### config.mk
export PLATFORM = sky130hd
export DESIGN_NAME = instruction_fetch_unit
export DESIGN_NICKNAME = d
export VERILOG_FILES = /design/src/rtl/instruction_fetch_unit.sv
export SDC_FILE = /design/constraint.sdc
export NUM_CORES = 1
export LEC_CHECK = 0
export CORE_MARGIN = 2
export CORE_UTILIZATION = 28
export DETAILED_ROUTE_END_ITERATION = 6
export DONT_BUFFER_PORTS = 1
export PLACE_DENSITY_LB_ADDON = 0.2
export SYNTH_ARGS = -nofsm -noshare
export SYNTH_HDL_FRONTEND = slang
export SYNTH_SLANG_ARGS = --single-unit
export TNS_END_PERCENT = 1
### constraint.sdc
create_clock -name clock -period 2.7 [get_ports clock]
set_input_delay 0.54 -clock clock [delete_from_list [all_inputs] [get_ports clock]]
set_output_delay 0.54 -clock clock [all_outputs]
set_load 0.02 [all_outputs]
### src/rtl/instruction_fetch_unit.sv
// Instruction fetch unit: owns the program counter, reads instruction memory over a
// req/ack handshake and hands each fetched word to the instruction register with LoadIR.
module instruction_fetch_unit #(
   parameter int unsigned          ADDR_W   = 8,
   parameter int unsigned          INSTR_W  = 8,
   parameter logic [ADDR_W-1:0]    RESET_PC = '0
) (
   input  logic                 clock,
   input  logic                 reset,
   input  logic                 fetch_start,
   input  logic                 pc_load,
   input  logic [ADDR_W-1:0]    pc_load_value,
   input  logic                 halt,
   output logic                 mem_req,
   output logic [ADDR_W-1:0]    mem_addr,
   input  logic [INSTR_W-1:0]   mem_rdata,
   input  logic                 mem_ack,
   output logic [INSTR_W-1:0]   instruction,
   output logic                 LoadIR,
   output logic [ADDR_W-1:0]    pc,
   output logic                 busy,
   output logic                 fetch_done,
   output logic                 halted
);

   typedef enum logic [1:0] {StIdle, StWait, StLoad, StHalted} state_e;

   state_e               state_q, state_d;
   logic [ADDR_W-1:0]    pc_q, pc_d;
   logic [ADDR_W-1:0]    mem_addr_q, mem_addr_d;
   logic                 mem_req_q, mem_req_d;
   logic [INSTR_W-1:0]   instruction_q, instruction_d;
   logic                 jump_pend_q, jump_pend_d;
   logic [ADDR_W-1:0]    jump_tgt_q, jump_tgt_d;
   logic                 halt_pend_q, halt_pend_d;

   always_ff @(posedge clock or posedge reset) begin
      if (reset) begin
         state_q       <= StIdle;
         pc_q          <= RESET_PC;
         mem_addr_q    <= RESET_PC;
         mem_req_q     <= 1'b0;
         instruction_q <= '0;
         jump_pend_q   <= 1'b0;
         jump_tgt_q    <= '0;
         halt_pend_q   <= 1'b0;
      end else begin
         state_q       <= state_d;
         pc_q          <= pc_d;
         mem_addr_q    <= mem_addr_d;
         mem_req_q     <= mem_req_d;
         instruction_q <= instruction_d;
         jump_pend_q   <= jump_pend_d;
         jump_tgt_q    <= jump_tgt_d;
         halt_pend_q   <= halt_pend_d;
      end
   end

   always_comb begin
      state_d       = state_q;
      pc_d          = pc_q;
      mem_addr_d    = mem_addr_q;
      mem_req_d     = mem_req_q;
      instruction_d = instruction_q;
      jump_pend_d   = jump_pend_q;
      jump_tgt_d    = jump_tgt_q;
      halt_pend_d   = halt_pend_q;

      unique case (state_q)
         StIdle: begin
            if (halt) begin
               state_d = StHalted;
            end else if (pc_load) begin
               pc_d = pc_load_value;
            end else if (fetch_start) begin
               mem_addr_d = pc_q;
               mem_req_d  = 1'b1;
               state_d    = StWait;
            end
         end
         StWait: begin
            if (pc_load) begin
               jump_pend_d = 1'b1;
               jump_tgt_d  = pc_load_value;
            end
            if (halt) begin
               halt_pend_d = 1'b1;
            end
            if (mem_ack) begin
               instruction_d = mem_rdata;
               mem_req_d     = 1'b0;
               pc_d          = pc_q + {{(ADDR_W-1){1'b0}}, 1'b1};
               state_d       = StLoad;
            end
         end
         StLoad: begin
            // A jump or halt arriving in this very cycle takes effect as if already pending.
            if (pc_load) begin
               pc_d = pc_load_value;
            end else if (jump_pend_q) begin
               pc_d = jump_tgt_q;
            end
            jump_pend_d = 1'b0;
            halt_pend_d = 1'b0;
            state_d     = (halt_pend_q || halt) ? StHalted : StIdle;
         end
         StHalted: begin
            state_d = StHalted;
         end
         default: begin
            state_d = StIdle;
         end
      endcase
   end

   assign mem_req     = mem_req_q;
   assign mem_addr    = mem_addr_q;
   assign instruction = instruction_q;
   assign pc          = pc_q;
   assign LoadIR      = (state_q == StLoad);
   assign fetch_done  = (state_q == StLoad);
   assign busy        = (state_q == StWait) || (state_q == StLoad);
   assign halted      = (state_q == StHalted);

endmodule

Word level (Yosys, flattened, before mapping)
Cells that the tools add are included.
Widths: inputs -> output; s select.
{"block": "word_totals", "ff_bits": 37, "elab_cells": 59}
{"block": "classes", "n_addsub": 1, "eq_ne": 13, "n_mux": 21, "bitwise_logic": 2, "reduce_logical": 14}
{"operator": "$mux 8", "n": 5}
{"operator": "$pmux 8 s3", "n": 1}
{"operator": "$ne 2x2->1 const B", "n": 7}
{"operator": "$mux 2", "n": 5}
{"operator": "$reduce_and 5->1", "n": 2}
{"operator": "$add 8x1->8 const B", "n": 1}
{"operator": "$pmux 2 s4", "n": 1}
{"operator": "$reduce_and 2->1", "n": 4}
{"operator": "$mux 1", "n": 6}
{"operator": "$ne 3x3->1 const B", "n": 2}
{"operator": "$pmux 1 s2", "n": 3}
{"operator": "$eq 2x2->1 const B", "n": 2}
{"operator": "$reduce_and 4->1", "n": 1}
{"operator": "$reduce_bool 2->1", "n": 2}
{"operator": "$ne 3x2->1 const B", "n": 1}
{"operator": "$reduce_and 3->1", "n": 1}
{"operator": "$reduce_bool 3->1", "n": 1}
{"operator": "$eq 2x1->1 const B", "n": 1}
{"operator": "$logic_not 2->1", "n": 1}
{"operator": "$logic_or 1x1->1", "n": 2}
{"operator": "$not 1->1", "n": 2}

Logic depth before layout (Yosys ltp)
{"block": "logic_depth", "depth_word": 4, "mapped_depth": 7, "ltp_nobuf": 6}

Worst setup path before layout
No wires, ideal clock.
{"block": "synth_path", "path_kind": "register to register", "startpoint": "register state_q[0]", "endpoint": "register pc_q[5], in the netlist pc[5]", "t_arrival_ns": 1.594, "t_required_ns": 2.575, "path_slack_ns": 0.981, "stages_incl_launch_ff": 7, "n_path_buf": 1, "path_cell_list": "dfrtp_1 inv_1 ha_1 clkbuf_1 o21ai_0 o32ai_1 o21ai_1"}
{"block": "synth_via", "elab_chain_len": 3, "word_cells_on_any_way": 10, "classes_between": "eq/ne: 6; mux: 1; reduce/logical: 3"}
{"element": "start: declaration", "line": "28", "source": "state_e state_q, state_d;"}
{"element": "start signal: assignment", "line": "39", "source": "state_q <= StIdle;"}
{"element": "start signal: assignment", "line": "48", "source": "state_q <= state_d;"}
{"element": "$eq 2x2->1 (tied with other cells)", "line": "69", "source": "unique case (state_q)"}
{"element": "$ne 3x2->1 (no source line) (tied with other cells)"}
{"element": "$reduce_and 5->1 (no source line)"}
{"element": "end signal: assignment", "line": "49", "source": "pc_q <= pc_d;"}
{"element": "end: declaration", "line": "29", "source": "logic [ADDR_W-1:0] pc_q, pc_d;"}
Parallel ways exist; a longest one is shown, timed or not.
A chain may end at the register's enable or synchronous reset.

Final worst setup path
{"block": "layout_path", "startpoint": "register state_q[1]", "endpoint": "register pc_q[3], in the netlist pc[3]"}
The elaborated chain is that of the path after synthesis.

==> qor.txt <==
Routability Congestion -> 0.7473
total global routing overflow -> 0
WHS -> 0.2404 ns
TritonCTS Buffers -> 5
max_slew headroom -> 0.6194
DR WL/cell -> 16.45 um
diodes inserted -> 0
CP peak stage delay -> 0.53 ns
CP max stage cell -> ha_1
RSZ-0062 raised after global routing -> no
yosys warns -> 0
Initial Utilization -> 0.2896
multi-input combinational cell area -> 854.6 sq um
total power -> 1.095 mW
top cells by count, synth -> dfrtp_1, mux2_2, o21ai_0
PortBufs -> 0
clk sink count -> 37
Post-Syn Nets -> 189
maxcap violations -> 0
status -> finished clean
share of post-route cells with drive strength above 1 -> 0.2275
hold crit path type -> input pin to async pin
vias in the first global route -> 1260
CP endpoint kind -> flop
Via density -> 5.340
first-pass GRT wire length -> 6.465 mm
crit-path cells -> inv_1, ha_1, nor2b_1, a211o_1, o21ai_0, o31ai_1
Synth Register Bits -> 37
Die Area -> 7271 sq um
DP Wirelength -> 3.016 mm
Clock Path Buffers -> 2
count leader, synth -> dfrtp_1
Arr. time, crit path -> 2.38 ns
DRC viols -> 0
CP max FO -> 17
Post-CTS Setup Repair Bufs -> 0
Pwr Density -> 535.8 nW/um^2
final std cell area, no fill -> 2044 sq um
CP Class -> flop to flop
cell taking the most area after synthesis -> dfrtp_1
Slew @ Worst Pin -> 0.5709 ns
worst setup margin -> 0.5080 ns
Starting DRT DRC Count -> 56
syn avg cell area -> 11.42 sq um
Leakage -> 0.9618 nW
Routed Antenna Nets -> 0
root cell of the clock tree -> clkbuf_8
Tcrit/Tclk final -> 0.8118
initial antenna violation count -> 0
num rows -> 29
largest net degree at the start of global routing -> 38
Reg area -> 925.9 sq um
final core occ -> 0.3201
pre-CTS setup slack -> 0.5248 ns
DRT Wirelength -> 4.013 mm
H-tree depth -> 2
placed cells -> 236
# IOs -> 51
DRT Pass-1 Iters -> 4
Max Slew Vio Count -> 0
Setup crit start kind -> flop
worst-skew pair later-pin latency -> 0.29 ns
Syn Inst Count -> 162
Worst Path Required -> 2.88 ns
Synth area leaders -> dfrtp_1, mux2_2, ha_1, o21ai_0, nand2_1
nets@finish -> 193
core area -> 6386 sq um
R2R depth -> 6
via count -> 1303
final hold violation count -> 0
CP Buf/Inv Count -> 1
Die W -> 85.27 um
post-synth top area share -> 0.5007
DP Area -> 1929 sq um
Total Routing Usage GR -> 0.1140
die extent in y -> 85.27 um
Sum Neg Setup Slack -> 0 ns
ys async rst share -> 1.000
TritonCTS clock tree -> built
clk slew on worst S/H paths -> 0.08 ns
CTS resizes -> 0
Stages on worst setup path -> 6
Yosys cell types -> 38
crit-path leading delay family -> compound AO/OA/AOI/OAI gates
Layout area overhead -> 10.55%
final setup fails -> 0
FILL cells -> 669
register area share after synthesis -> 0.5007
Synth Flop Type -> dfrtp_1
combined area of all synthesized cells -> 1849 sq um
Post-synth EDFFs -> 0
Fmax -> 456.2 MHz
minimum clock period -> 2.192 ns
hold buffers post-CTS -> 0
Max IR drop VDD -> 0.2854 mV
final non-filler cell total -> 244
final setup skew -> 0.008742 ns
## where the power goes
| part | switching (mW) | internal (mW) | leakage, nW |
|---|---|---|---|
| Clock | 0.209 | 0.276 | 0.0543 |
| Sequential | 0.0189 | 0.559 | 0.474 |
| Combinational | 0.0196 | 0.0123 | 0.433 |
## state kept, by name (all words and copies together) (netlist names)
signal       flops
halt_pend_q      1
mem_addr         8
jump_pend_q      1
state_q          2
instruction      8
pc               8
jump_tgt_q       8
mem_req          1
## logic make-up (layout without fill, tap and decap cells)
family,Yosys count,count (layout),synth area share
XOR/XNOR,1,1,0.004737
flip-flops,37,37,0.5007
AND/OR/NAND/NOR,33,33,0.1008
buffers and inverters,14,19,0.03721
multiplexers,27,27,0.1624
adder cells (fa/ha/maj),5,5,0.03383
AO/OA/AOI/OAI,45,45,0.1604
## cell type report
type,instances,share of cell area
sequential,37,0.4529
tap,77,0.04712
clock inverter,3,0.02264
multi-input combinational,111,0.4180
timing repair buffer,3,0.01102
inverter,8,0.01469
clock buffer,5,0.03366
## routing by layer
metal | wire (um) | track usage | up-vias
met1 | 1605 | 0.1341 | 650
li1 | - | - | 603
met5 | 0 | 0 | -
met4 | 55 | 0.03896 | 0
met3 | 309 | 0.04377 | 7
met2 | 2043 | 0.1903 | 43
## cell usage in the layout, fill, tap and decap left out, types with 2 or more instances in the layout
cell type / count
mux2_2: 24
a221oi_1: 2
clkbuf_8: 5
ha_1: 5
inv_1: 8
a21oi_1: 6
o21ai_1: 5
nor2b_1: 5
o21ai_0: 12
a31oi_1: 3
nand2_1: 10
a22oi_1: 2
buf_4: 3
and3_1: 2
a22o_1: 3
o32ai_1: 2
dfrtp_1: 37
a21bo_2: 2
nor2_1: 7
a41oi_1: 2
mux2i_1: 3
nand2b_1: 2
## path summary, 6_finish.rpt
check	start	endpoint	slack, ns
max	state_q[1]	pc[3]	0.51
min	reset	jump_tgt_q[0]	0.24
max reg2reg	state_q[1]	pc[3]	0.51
min reg2reg	jump_tgt_q[3]	jump_tgt_q[3]	0.50
max in group asynchronous	reset	pc[2]	2.13
min in group clock	mem_rdata[6]	instruction[6]	0.39
(Power assumes the default switching activity.)
==> RTL change 1, RTL diff (config.mk and constraints unchanged) <==
`ADDR_W`: 8 -> 9.
--- a/src/rtl/instruction_fetch_unit.sv
+++ b/src/rtl/instruction_fetch_unit.sv
@@ -2,5 +2,5 @@
 // req/ack handshake and hands each fetched word to the instruction register with LoadIR.
 module instruction_fetch_unit #(
-   parameter int unsigned          ADDR_W   = 8,
+   parameter int unsigned          ADDR_W   = 9,
    parameter int unsigned          INSTR_W  = 8,
    parameter logic [ADDR_W-1:0]    RESET_PC = '0
Interface: changed (resized mem_addr, pc and pc_load_value); port bits go from 51 to 54. The function was not compared with the original's and may differ.
==> RTL change 1 against the original RTL <==
  * Routed wire length is 17% higher
  * Critical path depth is 1 lower
  * Highest routed layer unchanged
  * Count of clock-buffer cells in the layout is 1 higher
  * Sequential cell count is 3 higher
  * Critical path type unchanged
  * Design area is 11% higher
  * Synthesized area is 12% higher
  * Setup slack worse by 0.015 ns
  * Synthesized cell count is 3.7% higher
Power is not compared: it rests on default switching activity, and its combinational part moved more than twofold at a synthesized area within 25%.
==> RTL change 1: results (changes against the original RTL) <==
critical_path:
  reg2reg_depth: 5  # -1
  r2r_slack_ns: 0.49  # -0.02 ns
  cp_slowest_stage_delay_ns: 0.47  # -0.06 ns
  timing.rr.end: "pc[2]$_DFFE_PP0P_"
  r2r_start: "state_q[0]$_DFFE_PP0P_"
  cp_max_fo: 13  # -4
  crit_slowest_cell: "ha_1"
logic_synthesis:
  ys_seq_area_share_pct: 48.5  # -1.5 points
  synthTopCellsByCount: "dfrtp_1, mux2_2, o21ai_0, nand2_1, inv_1"
  synth_area_leaders: "dfrtp_1, mux2_2, ha_1"
  ys.flop_type: "dfrtp_1"
  yosysWarnings: 0  # unchanged
  synthArstFlopShare_pct: 100  # unchanged
  ys_types: 45  # +18%
  syn-mean-instance-area_um2: 12.3  # +7.5%
routing:
  wl_per_cell_um: 17.3  # +4.9%
  first_pass_iters: 4  # unchanged
  routed_wl_um: 4710  # +17%
  drt_iter0_markers: 56  # unchanged
  vias: 1382  # +6.1%
timing:
  tightest_slew_ns: 0.510  # -0.0614 ns
  finClkSkew_ns: 0.0106  # +0.00189 ns
global_route:
  grtUsageMet1_pct: 15.3  # +1.9 points
  grt_pass1_vias: 1459  # +16%
  track_usage_pct: 11.9  # +0.53 points
  met2_usage_pct: 19.1  # +0.095 points
  grt_pass1_wl_um: 7720  # +19%
  use_met3_pct: 4.36  # -0.019 points
  grt_max_degree: 41  # +7.9%
placement:
  dp.cells: 265  # +12%
  dp_hpwl_um: 3440  # +14%
  gp_congestion: 0.901  # +21%
clock_network:
  cts_made_buffers: 5  # unchanged
  clk_path_buf_depth: 2  # unchanged
  cts.clk_slew.worst_paths_ns: 0.08  # about the same
  cts_root_buf: "clkbuf_8"
  htreeDepth: 2  # unchanged
  post_cts_resized: 0  # unchanged
worst_hold_path:
  min_path_type: "primary input to asynchronous set/reset pin"
finish:
  fill_cells: 742  # +11%
  final_net_count: 201  # +4.1%
  drive_above_1_share_pct: 31.0  # +8.3 points
run_status:
  outcome: "complete, no violations"
power:
  leakage_nw: 0.965
[RTL change 1: changes by cell type after synthesis, moves of 3 or more]
cell | before | now
mux2_4 | 0 | 4
a22o_1 | 3 | 0
dfrtp_1 | 37 | 40
nor2b_1 | 5 | 2
mux2_2 | 24 | 27
a22o_2 | 0 | 5
nor2_1 | 7 | 2
a21oi_1 | 6 | 2
nand3_1 | 0 | 3
o21ai_1 | 5 | 0
buf_6 | 1 | 4
[RTL change 1: logic make-up after synthesis]
| family | after synthesis | share of synthesized area, % |
|---|---|---|
| and+or+nand+nor | 32 | 8.92 |
| adders and majority gates | 5 | 3.03 |
| buffers and inverters | 15 | 4.43 |
| muxes | 33 | 18.6 |
| DFF | 40 | 48.5 |
| AOI/OAI and AO/OA | 42 | 16.0 |
| xor gates and xnor gates | 1 | 0.425 |
[RTL change 1: through the flow]
stage               setup WS [ns]  utilization, %  cell area [um2]  hold slack [ns]
floorplan                   0.745               -             2060            0.474
global placement            0.626            30.1             2160            0.492
detailed placement          0.522            30.1             2160            0.496
CTS                         0.485            31.6             2270            0.278
global route                0.389            31.6             2270            0.318
finish                      0.493            31.6             2270            0.255
[RTL change 1: worst max-delay path: cells and delay by family, from the launching register on]
family / cells / cell delay, ns
compound gates: 1 / 0.37
buf+inv: 1 / 0.09
simple gates: 1 / 0.41
fa+ha+maj: 1 / 0.47
flops: 1 / 0.41
mux: 1 / 0.34
[RTL change 1: layer usage]
layer | share of wire, % | wire length (um) | vias up
met1 | 43 | 2040 | 692
met5 | 0 | 0 | -
met3 | 8.5 | 399 | 2
met4 | 0.74 | 35 | 0
met2 | 47 | 2230 | 54
li1 | - | - | 634
[RTL change 1: worst max path at each step]
stage	to	depth (start not counted)
after floorplan	pc[0]$_DFFE_PP0P_	8
after global placement	pc[6]$_DFFE_PP0P_	5
after detailed placement	pc[2]$_DFFE_PP0P_	5
after CTS	pc[2]$_DFFE_PP0P_	5
after global routing	pc[2]$_DFFE_PP0P_	5
final	pc[2]$_DFFE_PP0P_	5
[RTL change 1: layout make-up]
cell class	instances	area share (%)
well taps	99	5.47
inverters	9	1.49
repair buffers	4	1.33
flip-flops and latches	40	44.2
multi-input cells	113	42.8
clock buffers	6	3.20
clock inverters	2	1.55
[RTL change 1: power by group through the flow]
stage / Clock [mW] / Combinational (mW) / Sequential (mW)
detailed placement: 0 / 1.36 / 1.41
CTS: 0.499 / 1.36 / 1.40
floorplan: 0 / 1.22 / 1.32
global placement: 0 / 1.32 / 1.41
finish: 0.483 / 1.35 / 1.40
global route: 0.528 / 1.48 / 1.44
==> RTL change 2, RTL diff (same settings) <==
Without the edit above. Take the reset off `instruction_q` and load it in a clocked block of its own.
--- a/src/rtl/instruction_fetch_unit.sv
+++ b/src/rtl/instruction_fetch_unit.sv
@@ -41,5 +41,4 @@
          mem_addr_q    <= RESET_PC;
          mem_req_q     <= 1'b0;
-         instruction_q <= '0;
          jump_pend_q   <= 1'b0;
          jump_tgt_q    <= '0;
@@ -50,9 +49,12 @@
          mem_addr_q    <= mem_addr_d;
          mem_req_q     <= mem_req_d;
-         instruction_q <= instruction_d;
          jump_pend_q   <= jump_pend_d;
          jump_tgt_q    <= jump_tgt_d;
          halt_pend_q   <= halt_pend_d;
       end
+   end
+
+   always_ff @(posedge clock) begin
+      instruction_q <= instruction_d;
    end
 
Function: differs if reset is asserted again (counterexample within 4 cycles, from zero or initial values and one cycle with reset high); with reset held inactive, the same outputs for 10 cycles.
==> RTL change 2 against the original RTL <==
  * Non-clock buffer count is 1 lower
  * Critical path depth fell by 1
  * Clock skew shrank 0.0020 ns
  * Synthesized area up 0.74%
  * Synthesized cell count shrank 8.0%
  * Sequential share of layout area rose by 2.2 points
  * Setup slack gained 0.076 ns
  * Routed wire length shrank 0.75%
  * Design area fell by 0.43%
  * Global-route usage increased by 0.20 points
  * Die area rose by 0.70%
  * Sequential cell count stayed put
  * Largest cell class unchanged
Power is not compared: it rests on default switching activity, and its combinational part moved more than twofold at a synthesized area within 25%.
==> RTL change 2: results (changes against the original RTL) <==
logic_synthesis:
  syn_nets: 176  # -6.9%
  ys_seq_area_share_pct: 51.8  # +1.8 points
  ys.flop_type: "dfrtp_1"
  synth_edf_count: 8  # +8
  synthTopCellsByCount: "dfrtp_1, mux2_2, o21ai_0, edfxtp_1, inv_1"
  ys_types: 44  # +16%
  synth_area_leaders: "dfrtp_1, edfxtp_1, mux2_2"
  synthArstFlopShare_pct: 78.4  # -22 points
run_status:
  outcome: "complete, no violations"
power:
  leakage_nw: 0.873
  ir_drop_mv: 0.503
routing:
  routed_wl_um: 3980  # -0.75%
  drt_iter0_markers: 43  # -23%
  vias: 1187  # -8.9%
placement:
  gp_congestion: 0.770  # +3.0%
  dpl_cell_area_mm2: 0.00192  # -0.45%
  dp_hpwl_um: 3000  # -0.42%
clock_network:
  htreeDepth: 2  # unchanged
global_route:
  grt_max_degree: 30  # -21%
  grt_pass1_wl_um: 6620  # +2.4%
  track_usage_pct: 11.6  # +0.20 points
finish:
  fill_cells: 649  # -3.0%
  drive_above_1_share_pct: 25.7  # +2.9 points
critical_path:
  cp_slowest_stage_delay_ns: 0.61  # +0.08 ns
  cp_max_fo: 11  # -6
timing:
  finClkSkew_ns: 0.00674  # -0.00200 ns
  slew_headroom_pct: 66.1  # +4.2 points
## RTL change 2: cell count changes in the layout (fill, tap and decap cells not counted), moves of 4 or more
cell / unedited run / this run
edfxtp_1: 0 / 8
o31ai_1: 1 / 6
a21oi_1: 6 / 2
nand2_1: 10 / 4
mux2_2: 24 / 16
o21ai_1: 5 / 0
dfrtp_1: 37 / 29
## RTL change 2: logic make-up after synthesis
logic type | share of synthesized area (%)
buf+inv | 4.50
flops | 51.8
xor+xnor | 0.470
compound gates | 17.2
simple gates | 9.74
fa+ha+maj | 3.36
mux | 12.9
## RTL change 2: worst paths after layout
kind,startpoint,slack [ns],cells after the start,end
setup / recovery,state_q[1]$_DFFE_PP0P_,0.58,5,pc[1]$_DFFE_PP0P_
hold / removal,reset,0.20,2,mem_req$_DFFE_PP0P_
setup reg to reg,state_q[1]$_DFFE_PP0P_,0.58,5,pc[1]$_DFFE_PP0P_
hold reg to reg,jump_tgt_q[6]$_DFFE_PP0P_,0.52,1,jump_tgt_q[6]$_DFFE_PP0P_
max in group asynchronous,reset,2.22,2,mem_addr[5]$_DFFE_PP0P_
min in group clock,mem_rdata[4],0.34,0,instruction[4]$_DFFE_PP_
## RTL change 2: through the flow
step           total power, mW  util (%)  hold slack, ns  worst slack (ns)  cells
2_1_floorplan             2.15         -           0.474             0.817    149
3_3_place_gp              2.30      30.1           0.493             0.677    221
6_report                  2.78      31.9           0.200             0.584    229
4_1_cts                   2.82      31.9           0.211             0.580    229
3_5_place_dp              2.32      30.1           0.499             0.600    221
5_1_grt                   3.00      31.9           0.225             0.438    229
## RTL change 2: metal layers
metal	wire, um	vias to the layer above	GRT usage (%)
met5	0	-	0
met4	41	0	3.46
li1	-	560	-
met1	1770	580	14.8
met3	348	4	5.10
met2	1820	43	17.9
## RTL change 2: critical path, delay by kind of cell, from the launching register on
family	cells	cell delay, ns
adder cells (fa/ha/maj)	1	0.61
AND/OR/NAND/NOR	1	0.38
buffers and inverters	1	0.09
multiplexers	1	0.34
AO/OA/AOI/OAI	1	0.17
flip-flops	1	0.41
## RTL change 2: area by class of cell
cell class | count | share of cell area (%)
sequential | 37 | 47.4
multi-input combinational | 97 | 40.0
tap | 77 | 4.73
clock buffer | 5 | 3.38
clock inverter | 3 | 2.27
inverter | 8 | 1.48
timing repair buffer | 2 | 0.738
## RTL change 2: power by group through the flow
stage | Combinational, mW | Sequential [mW] | Clock, mW
detailed placement | 1.11 | 1.21 | 0
CTS | 1.12 | 1.20 | 0.497
floorplan | 1.03 | 1.12 | 0
finish | 1.11 | 1.19 | 0.480
global placement | 1.10 | 1.20 | 0
global route | 1.25 | 1.23 | 0.522
